--- config.mk ---
export PLATFORM = sky130hd
export DESIGN_NAME = vdma_read_arbiter_rr
export DESIGN_NICKNAME = d
export VERILOG_FILES = /design/src/rtl/vdma_read_arbiter_rr.sv
export SDC_FILE = /design/constraint.sdc
export NUM_CORES = 1
export LEC_CHECK = 0
export CORE_AREA = 2 2 160 162
export CTS_CLUSTER_SIZE = 8
export DETAILED_ROUTE_END_ITERATION = 10
export DIE_AREA = 0 0 162 164
export HOLD_SLACK_MARGIN = 0.02
export PLACE_DENSITY_LB_ADDON = 0.2
export SLEW_MARGIN = 15
export SYNTH_ARGS = -nofsm -noshare
export SYNTH_HDL_FRONTEND = slang
export SYNTH_SLANG_ARGS = --single-unit
--- constraint.sdc ---
create_clock -name sys_clk_i -period 5.8 [get_ports sys_clk_i]
set_input_delay 1.74 -clock sys_clk_i [delete_from_list [all_inputs] [get_ports sys_clk_i]]
set_output_delay 1.74 -clock sys_clk_i [all_outputs]
set_load 0.05 [all_outputs]
--- src/rtl/vdma_read_arbiter_rr.sv ---
// Round-robin N-channel read-request arbiter: latches the granted channel's command and
// routes ack/data_valid/done back to that channel. Optional watchdog via VDMA_RD_ARB_TIMEOUT_EN.
module vdma_read_arbiter_rr #(
  parameter int NUM_CH         = 8,
  parameter int AXI_ADDR_WIDTH = 32,
  parameter int BURST_WIDTH    = 8,
  parameter int CH_IDX_W       = $clog2(NUM_CH),
  parameter int TIMEOUT_CYCLES = 4096
) (
  input  logic                             sys_clk_i,
  input  logic                             reset_i,
  input  logic [NUM_CH-1:0]                req_i,
  input  logic [NUM_CH-1:0]                ch_en_i,
  input  logic [NUM_CH*AXI_ADDR_WIDTH-1:0] rstart_addr_i,
  input  logic [NUM_CH*BURST_WIDTH-1:0]    burst_size_i,
  input  logic                             ack_i,
  input  logic                             data_valid_i,
  input  logic                             done_i,
  output logic                             req_o,
  output logic [AXI_ADDR_WIDTH-1:0]        rstart_addr_o,
  output logic [BURST_WIDTH-1:0]           burst_size_o,
  output logic [NUM_CH-1:0]                ack_o,
  output logic [NUM_CH-1:0]                data_valid_o,
  output logic [NUM_CH-1:0]                done_o,
  output logic [CH_IDX_W-1:0]              grant_idx_o,
`ifdef VDMA_RD_ARB_TIMEOUT_EN
  output logic                             timeout_o,
`endif
  output logic                             busy_o
);

  if (NUM_CH < 2 || NUM_CH > 16 || TIMEOUT_CYCLES < 2) begin : g_param_check
    $error("vdma_read_arbiter_rr: parameter out of range");
  end

  typedef enum logic [1:0] {IDLE, REQ, XFER} state_e;

  state_e                    state_q, state_d;
  logic [CH_IDX_W-1:0]       last_q, last_d;
  logic [CH_IDX_W-1:0]       grant_q, grant_d;
  logic [AXI_ADDR_WIDTH-1:0] addr_q, addr_d;
  logic [BURST_WIDTH-1:0]    burst_q, burst_d;
  logic                      req_q, req_d;

  logic [NUM_CH-1:0]         eligible;
  logic                      found;
  logic [CH_IDX_W-1:0]       pick;
  int                        c;

  // Search starts just after the last grant, wrapping, so each channel waits at most NUM_CH-1 grants.
  always_comb begin
    eligible = req_i & ch_en_i;
    found    = 1'b0;
    pick     = '0;
    c        = 0;
    for (int i = 1; i <= NUM_CH; i++) begin
      c = int'(last_q) + i;
      if (c >= NUM_CH) c = c - NUM_CH;
      if (!found && eligible[c]) begin
        found = 1'b1;
        pick  = CH_IDX_W'(c);
      end
    end
  end

`ifdef VDMA_RD_ARB_TIMEOUT_EN
  localparam int CNT_W = $clog2(TIMEOUT_CYCLES) + 1;
  logic [CNT_W-1:0] cnt_q, cnt_d;
  logic             to_q, to_d;
`endif

  always_comb begin
    state_d = state_q;
    last_d  = last_q;
    grant_d = grant_q;
    addr_d  = addr_q;
    burst_d = burst_q;
    case (state_q)
      IDLE: if (found) begin
        state_d = REQ;
        grant_d = pick;
        last_d  = pick;
        addr_d  = rstart_addr_i[int'(pick)*AXI_ADDR_WIDTH +: AXI_ADDR_WIDTH];
        burst_d = burst_size_i[int'(pick)*BURST_WIDTH +: BURST_WIDTH];
      end
      REQ:     if (ack_i) state_d = done_i ? IDLE : XFER;
      XFER:    if (done_i) state_d = IDLE;
      default: state_d = IDLE;
    endcase
`ifdef VDMA_RD_ARB_TIMEOUT_EN
    to_d  = 1'b0;
    cnt_d = (state_q == IDLE) ? '0 : cnt_q + 1'b1;
    // Watchdog only fires when the transaction would otherwise stay open this edge.
    if (state_q != IDLE && state_d != IDLE && cnt_q == CNT_W'(TIMEOUT_CYCLES - 1)) begin
      state_d = IDLE;
      to_d    = 1'b1;
    end
`endif
    req_d = (state_d == REQ);
  end

  always_ff @(posedge sys_clk_i or negedge reset_i) begin
    if (!reset_i) begin
      state_q <= IDLE;
      last_q  <= CH_IDX_W'(NUM_CH - 1);
      grant_q <= '0;
      addr_q  <= '0;
      burst_q <= '0;
      req_q   <= 1'b0;
`ifdef VDMA_RD_ARB_TIMEOUT_EN
      cnt_q   <= '0;
      to_q    <= 1'b0;
`endif
    end else begin
      state_q <= state_d;
      last_q  <= last_d;
      grant_q <= grant_d;
      addr_q  <= addr_d;
      burst_q <= burst_d;
      req_q   <= req_d;
`ifdef VDMA_RD_ARB_TIMEOUT_EN
      cnt_q   <= cnt_d;
      to_q    <= to_d;
`endif
    end
  end

  logic [NUM_CH-1:0] sel;
  assign sel           = NUM_CH'(1) << grant_q;
  assign ack_o         = (state_q == REQ && ack_i) ? sel : '0;
  assign data_valid_o  = (state_q != IDLE && data_valid_i) ? sel : '0;
  assign done_o        = (state_q != IDLE && done_i) ? sel : '0;
  assign req_o         = req_q;
  assign rstart_addr_o = addr_q;
  assign burst_size_o  = burst_q;
  assign grant_idx_o   = grant_q;
  assign busy_o        = (state_q != IDLE);
`ifdef VDMA_RD_ARB_TIMEOUT_EN
  assign timeout_o     = to_q;
`endif

endmodule

-- Yosys cells after proc, flatten, opt, wreduce, memory -nomap -nowiden
Index checks and enable logic that the tools add are counted.
- register bits after elaboration: 49
- input bits: 341
- output and inout port bits: 69
- logic and storage cells: 121
- add/sub/neg operators: 16
- $lt $le $gt $ge: 16
- equality and inequality tests: 3
- shifts and indexed selects: 3
- muxes and demuxes: 56
- bitwise operators: 1
- reduce and logical (&&, ||, !) cells: 20
- operator list (operator ; number):
    $lt 32x5->1 const B ; 8
    $mux 32 ; 8
    $shiftx 256x9->32 ; 1
    $shiftx 64x7->8 ; 1
    $sub 4x4->5 const B ; 7
    $ge 4x4->1 const B ; 7
    $bmux 1 s3 ; 8
    $mux 1 ; 24
    $mux 3 ; 8
    $mux 8 ; 3
    $add 3x3->4 const B ; 4
    $logic_and 1x1->1 ; 10
    $add 3x2->4 const B ; 2
    $and 8x8->8 ; 1
    $mux 2 ; 4
    $shl 1x3->8 const A ; 1
    $logic_not 1->1 ; 7
    $pmux 2 s3 ; 1
    $sub 5x4->6 const B ; 1
    $add 3x4->5 const B ; 1
    $ge 5x4->1 const B ; 1
    $add 3x1->4 const B ; 1
    $eq 2x1->1 const B ; 2
    $eq 2x2->1 const B ; 1
    other kinds (3) ; 3

-- Depth between registers and ports, before layout
- depth in word-level cells: 31
- gate-level depth with buffers: 16
- gate-level depth less buffers: 11

-- Worst setup path after synthesis
No wires, ideal clock.
- path type: input port to flip-flop
- from: in req_i[7]
- to: reg addr_q[14], in the netlist rstart_addr_o[14]
- setup time: 126 ps
- arrival time: 4455 ps
- data required time: 5674 ps
- slack: 1219 ps
- stages: 11
- buffers on the path: 2
- path through: nand2_1 mux4_2 mux2_2 and4_1 and3_1 buf_2 o21a_1 buf_4 nor2_4 mux4_2 a221o_1
- longest elaborated chain between the ends: 27
- elaborated cells on any way between the ends: 57
- classes of those cells: 1 x shift; 40 x mux; 1 x bitwise; 15 x reduce/logical
- ends and longest elaborated chain (item ; line ; RTL):
    start, declared ; 12 ; input logic [NUM_CH-1:0] req_i,
    $and 8x8->8 (*) ; 52 ; eligible = req_i & ch_en_i;
    $bmux 1 s3 ; 59 ; if (!found && eligible[c]) begin
    $mux 1 (implied by the code) (2 in series) ; 59 ;
    $mux 1 ; 59 ;
    $logic_not 1->1 ; 59 ;
    $logic_and 1x1->1 ; 59 ;
    $mux 1 ; 59 ;
    $logic_not 1->1 ; 59 ;
    (+10 left out) ; n/a ;
    $mux 1 ; 59 ;
    $logic_not 1->1 ; 59 ;
    $logic_and 1x1->1 ; 59 ;
    $mux 1 ; 59 ;
    $logic_not 1->1 ; 59 ;
    $logic_and 1x1->1 ; 59 ;
    $mux 3 or $mux 1 (tied branches) ; 59 ;
    $shiftx 256x9->32 or $reduce_and 2->1 (tied branches) ; n/a ;
    end signal, assigned ; 118 ; addr_q <= addr_d;
    end, declared ; 41 ; logic [AXI_ADDR_WIDTH-1:0] addr_q, addr_d;
Mark *: on every way between the ends. The rest lies on a longest branch, timed or not. The select of a mux whose other input is x is not followed.
A chain may end at the register's enable or synchronous reset.

-- Worst setup path after layout
- from: in ack_i
- to: out ack_o[6]
- longest elaborated chain between the ends: 2
- ends and longest elaborated chain (item ; line ; RTL):
    start, declared ; 16 ; input logic ack_i,
    $logic_and 1x1->1 ; 130 ; assign ack_o = (state_q == REQ && ack_i) ? sel : '0;
    $mux 8 ; 130 ;
    end, declared ; 22 ; output logic [NUM_CH-1:0] ack_o,
No other way between the ends.

==> metrics.md <==
| Metric | Value |
|---|---|
| #FFs+latches synth | 49 |
| Hold Vio Cnt, Final | 0 |
| Final instance area | 10400 um^2 |
| Max-capacitance violation count | 0 |
| Grt total ovfl | 0 |
| Crit path DAT | approximately 3.5 ns |
| 1st-iter DRT viols | 265 |
| Total wire length | 29300 um |
| Worst Hold Class | flip-flop to flip-flop |
| Drt drc | 0 |
| FP Rows | 58 |
| Asr flop ratio synth | 100% |
| Most used routing layer | met2 |
| Worst rel slew slack | 43.3% |
| Final HPWL DP | 22800 um |
| Hold Slack | 0.546 ns |
| Syn Nets | about 1000 |
| # nets final | 1392 |
| Post-Synthesis Cells | a little under 700 |
| Skew final | 0.00668 ns |
| Fmax | 190 MHz |
| Post-synthesis cell area | 5840 um^2 |
| Vias | 7318 |
| Initial core utilization | 23.5% |
| Clk slew on worst S/H paths | approximately 0.070 ns |
| Met3 Use GR | around 4.3% |
| Worst endpoint required time | 4.06 ns |
| Fin. max-slew vios | 0 |
| Final GP Congestion | approximately 0.84 |
| Vias in the first global route | 7294 |
| Port Buf Inserts | 409 |
| Synth-to-layout area growth | 78.1% |
| Final period util | 90.8% |
| Worst-margin pin slew | ~0.84 ns |
| Share of cells above drive strength 1 | 12.6% |
| Post-synth EDFFs | 0 |
| Die X | 162 um |
| Crit path kind | input port to output port |
| Status | completed |
| Most common cell after layout, fill and taps aside | clkdlybuf4s50_1 |
| CTS tree | built |
| Htree depth | 2 |
| Sequential element share of the synthesized area | 21.0% |
| Met1 GRT Util | 25.2% |
| Yosys warns | 0 |
| Routed length per instance | roughly 21 um |
| Met2 usage | 38.6% |
| Synth unique cells | 62 |
| Top cell type's share of synthesized area | 19.7% |
| Die area | between 20000 and 30000 um^2 |
| Peak supply drop | 781 uV |
| First-pass GRT wire length | 43100 um |
| Initial antenna violation count | 0 |
| Power, Total | 8.54 mW |
| I/O pins | 410 |
| Total CTS buffers | 5 |
| Core box area | 24800 um^2 |
| Vias per cell | 5.30 |
| GRT Resource Usage Total | 21.0% |
| Post-CTS setup buffers | 0 |
| Root buf cell | clkbuf_16 |
| Endpoint type of the worst setup path | output port |
| Largest net degree at the start of global routing | a little over 70 |
| Top cell type by total area after synthesis | dfrtp_1 |
| Worst setup SP type | input port |
| Commonest cells after routing, fill and taps aside | clkdlybuf4s50_1, mux2_2, o32ai_1 |
| Routed Antenna Nets | 0 |
| Die height | 164 um |
| Area contributors post-synth | dfrtp_1, mux2_2, o32ai_1 |
| PostCTS Resize Cnt | 0 |
| Cell leakage power | 3.74 nW |
| Hold bufs inserted after CTS | 0 |
| Fin crit period | 5.27 ns |
| Syn Area/Cell | between 8 and 9 um^2 |
| Clk sinks | 49 |
| Final Core Density | 41.9% |
| Final Setup Violations | 0 |
| Total negative slack | 0 ns |
| Maximum clock insertion buffer count | 2 |
| Max FO, Critical Path | 9 |
| Pwr Density | 820 nW/um^2 |
| Initial DRT Pass Iterations | 7 |
| Antenna diodes | 0 |
| Placement Cell Area | 10200 um^2 |
| Top_reg_cell synth | dfrtp_1 |
| Worst skew pair latency | 0.30 ns |
| RSZ-0062 raised after global routing | false |
[flip-flops by register name (all words and copies together) (netlist names)]
name / count
req_o: 1
rstart_addr_o: 32
last_q: 3
grant_idx_o: 3
state_q: 2
burst_size_o: 8
[Yosys cell counts (3+ instances only)]
cell       count
mux2_2        74
o31ai_1        4
o22ai_1       38
clkbuf_1      36
a21oi_1       20
o211ai_1      17
dfstp_2        3
a211oi_1      31
buf_4          5
o21a_1         5
o21ai_1        4
nand3b_1       9
nand3_1       13
o21ai_0        7
nor2_1        39
inv_1         21
a21boi_0      30
nor3_1        13
and2_1         4
nand4_1        4
o221ai_1       8
o32ai_1       72
and4_1        12
and3_1        34
nand2_1       41
mux4_2        10
dfrtp_1       46
o2111ai_1      9
nand2b_1       3
buf_2         29
[logic make-up after synthesis]
family / count (synthesis) / share of synthesized area [%]
buffers and inverters: 96 / 7.37
xor gates and xnor gates: 3 / 0.450
muxes: 86 / 18.5
adders and majority gates: 2 / 0.428
DFF: 49 / 21.0
and+or+nand+nor: 178 / 16.0
AOI/OAI and AO/OA: 273 / 36.3
[power by group]
group | internal (mW) | switching [mW]
registers | 0.572 | 0.166
logic | 3.02 | 4.41
clock network | 0.216 | 0.149
total | 3.81 | 4.73
[per-stage QoR]
| step | setup slack (ns) | std cells |
|---|---|---|
| global placement | 0.330 | 1372 |
| finish | 0.533 | 1380 |
| floorplan | 1.22 | 687 |
| global route | 0.439 | 1380 |
| CTS | 0.519 | 1380 |
| detailed placement | 0.322 | 1372 |
[routing by layer]
metal	vias up	share of wire (%)
met1	3533	41
met3	26	5.9
met4	0	1.4
met2	252	52
li1	3507	-
met5	-	0
[worst max-delay path, cell delays in order]
cell and delay, ns:
clkdlybuf4s50_1 0.50, nand3b_1 0.28, nor2_1 0.19, clkdlybuf4s50_1 0.81
[path summary, 6_finish.rpt]
kind	start	cells after the start	slack (ns)	end
worst max-delay path	ack_i	4	0.53	ack_o[6]
worst min-delay path	rstart_addr_o[14]$_DFFE_PN0P_	1	0.55	rstart_addr_o[14]$_DFFE_PN0P_
worst max register to register	last_q[0]$_DFFE_PN1P_	10	1.00	rstart_addr_o[14]$_DFFE_PN0P_
worst min register to register	rstart_addr_o[14]$_DFFE_PN0P_	1	0.55	rstart_addr_o[14]$_DFFE_PN0P_
max in group asynchronous	reset_i	2	3.71	rstart_addr_o[8]$_DFFE_PN0P_
min in group asynchronous	reset_i	2	1.55	rstart_addr_o[22]$_DFFE_PN0P_
[final cells by class]
cell class | count | area (um^2)
fillers | 2555 | 14400
repair buffers | 428 | 4280
inverters | 23 | 86.3
flip-flops and latches | 49 | 1230
multi-input cells | 542 | 4220
clock buffers | 6 | 139
clock inverters | 2 | 37.5
well taps | 330 | 413
Note: power is estimated with default switching activity, not from simulation.
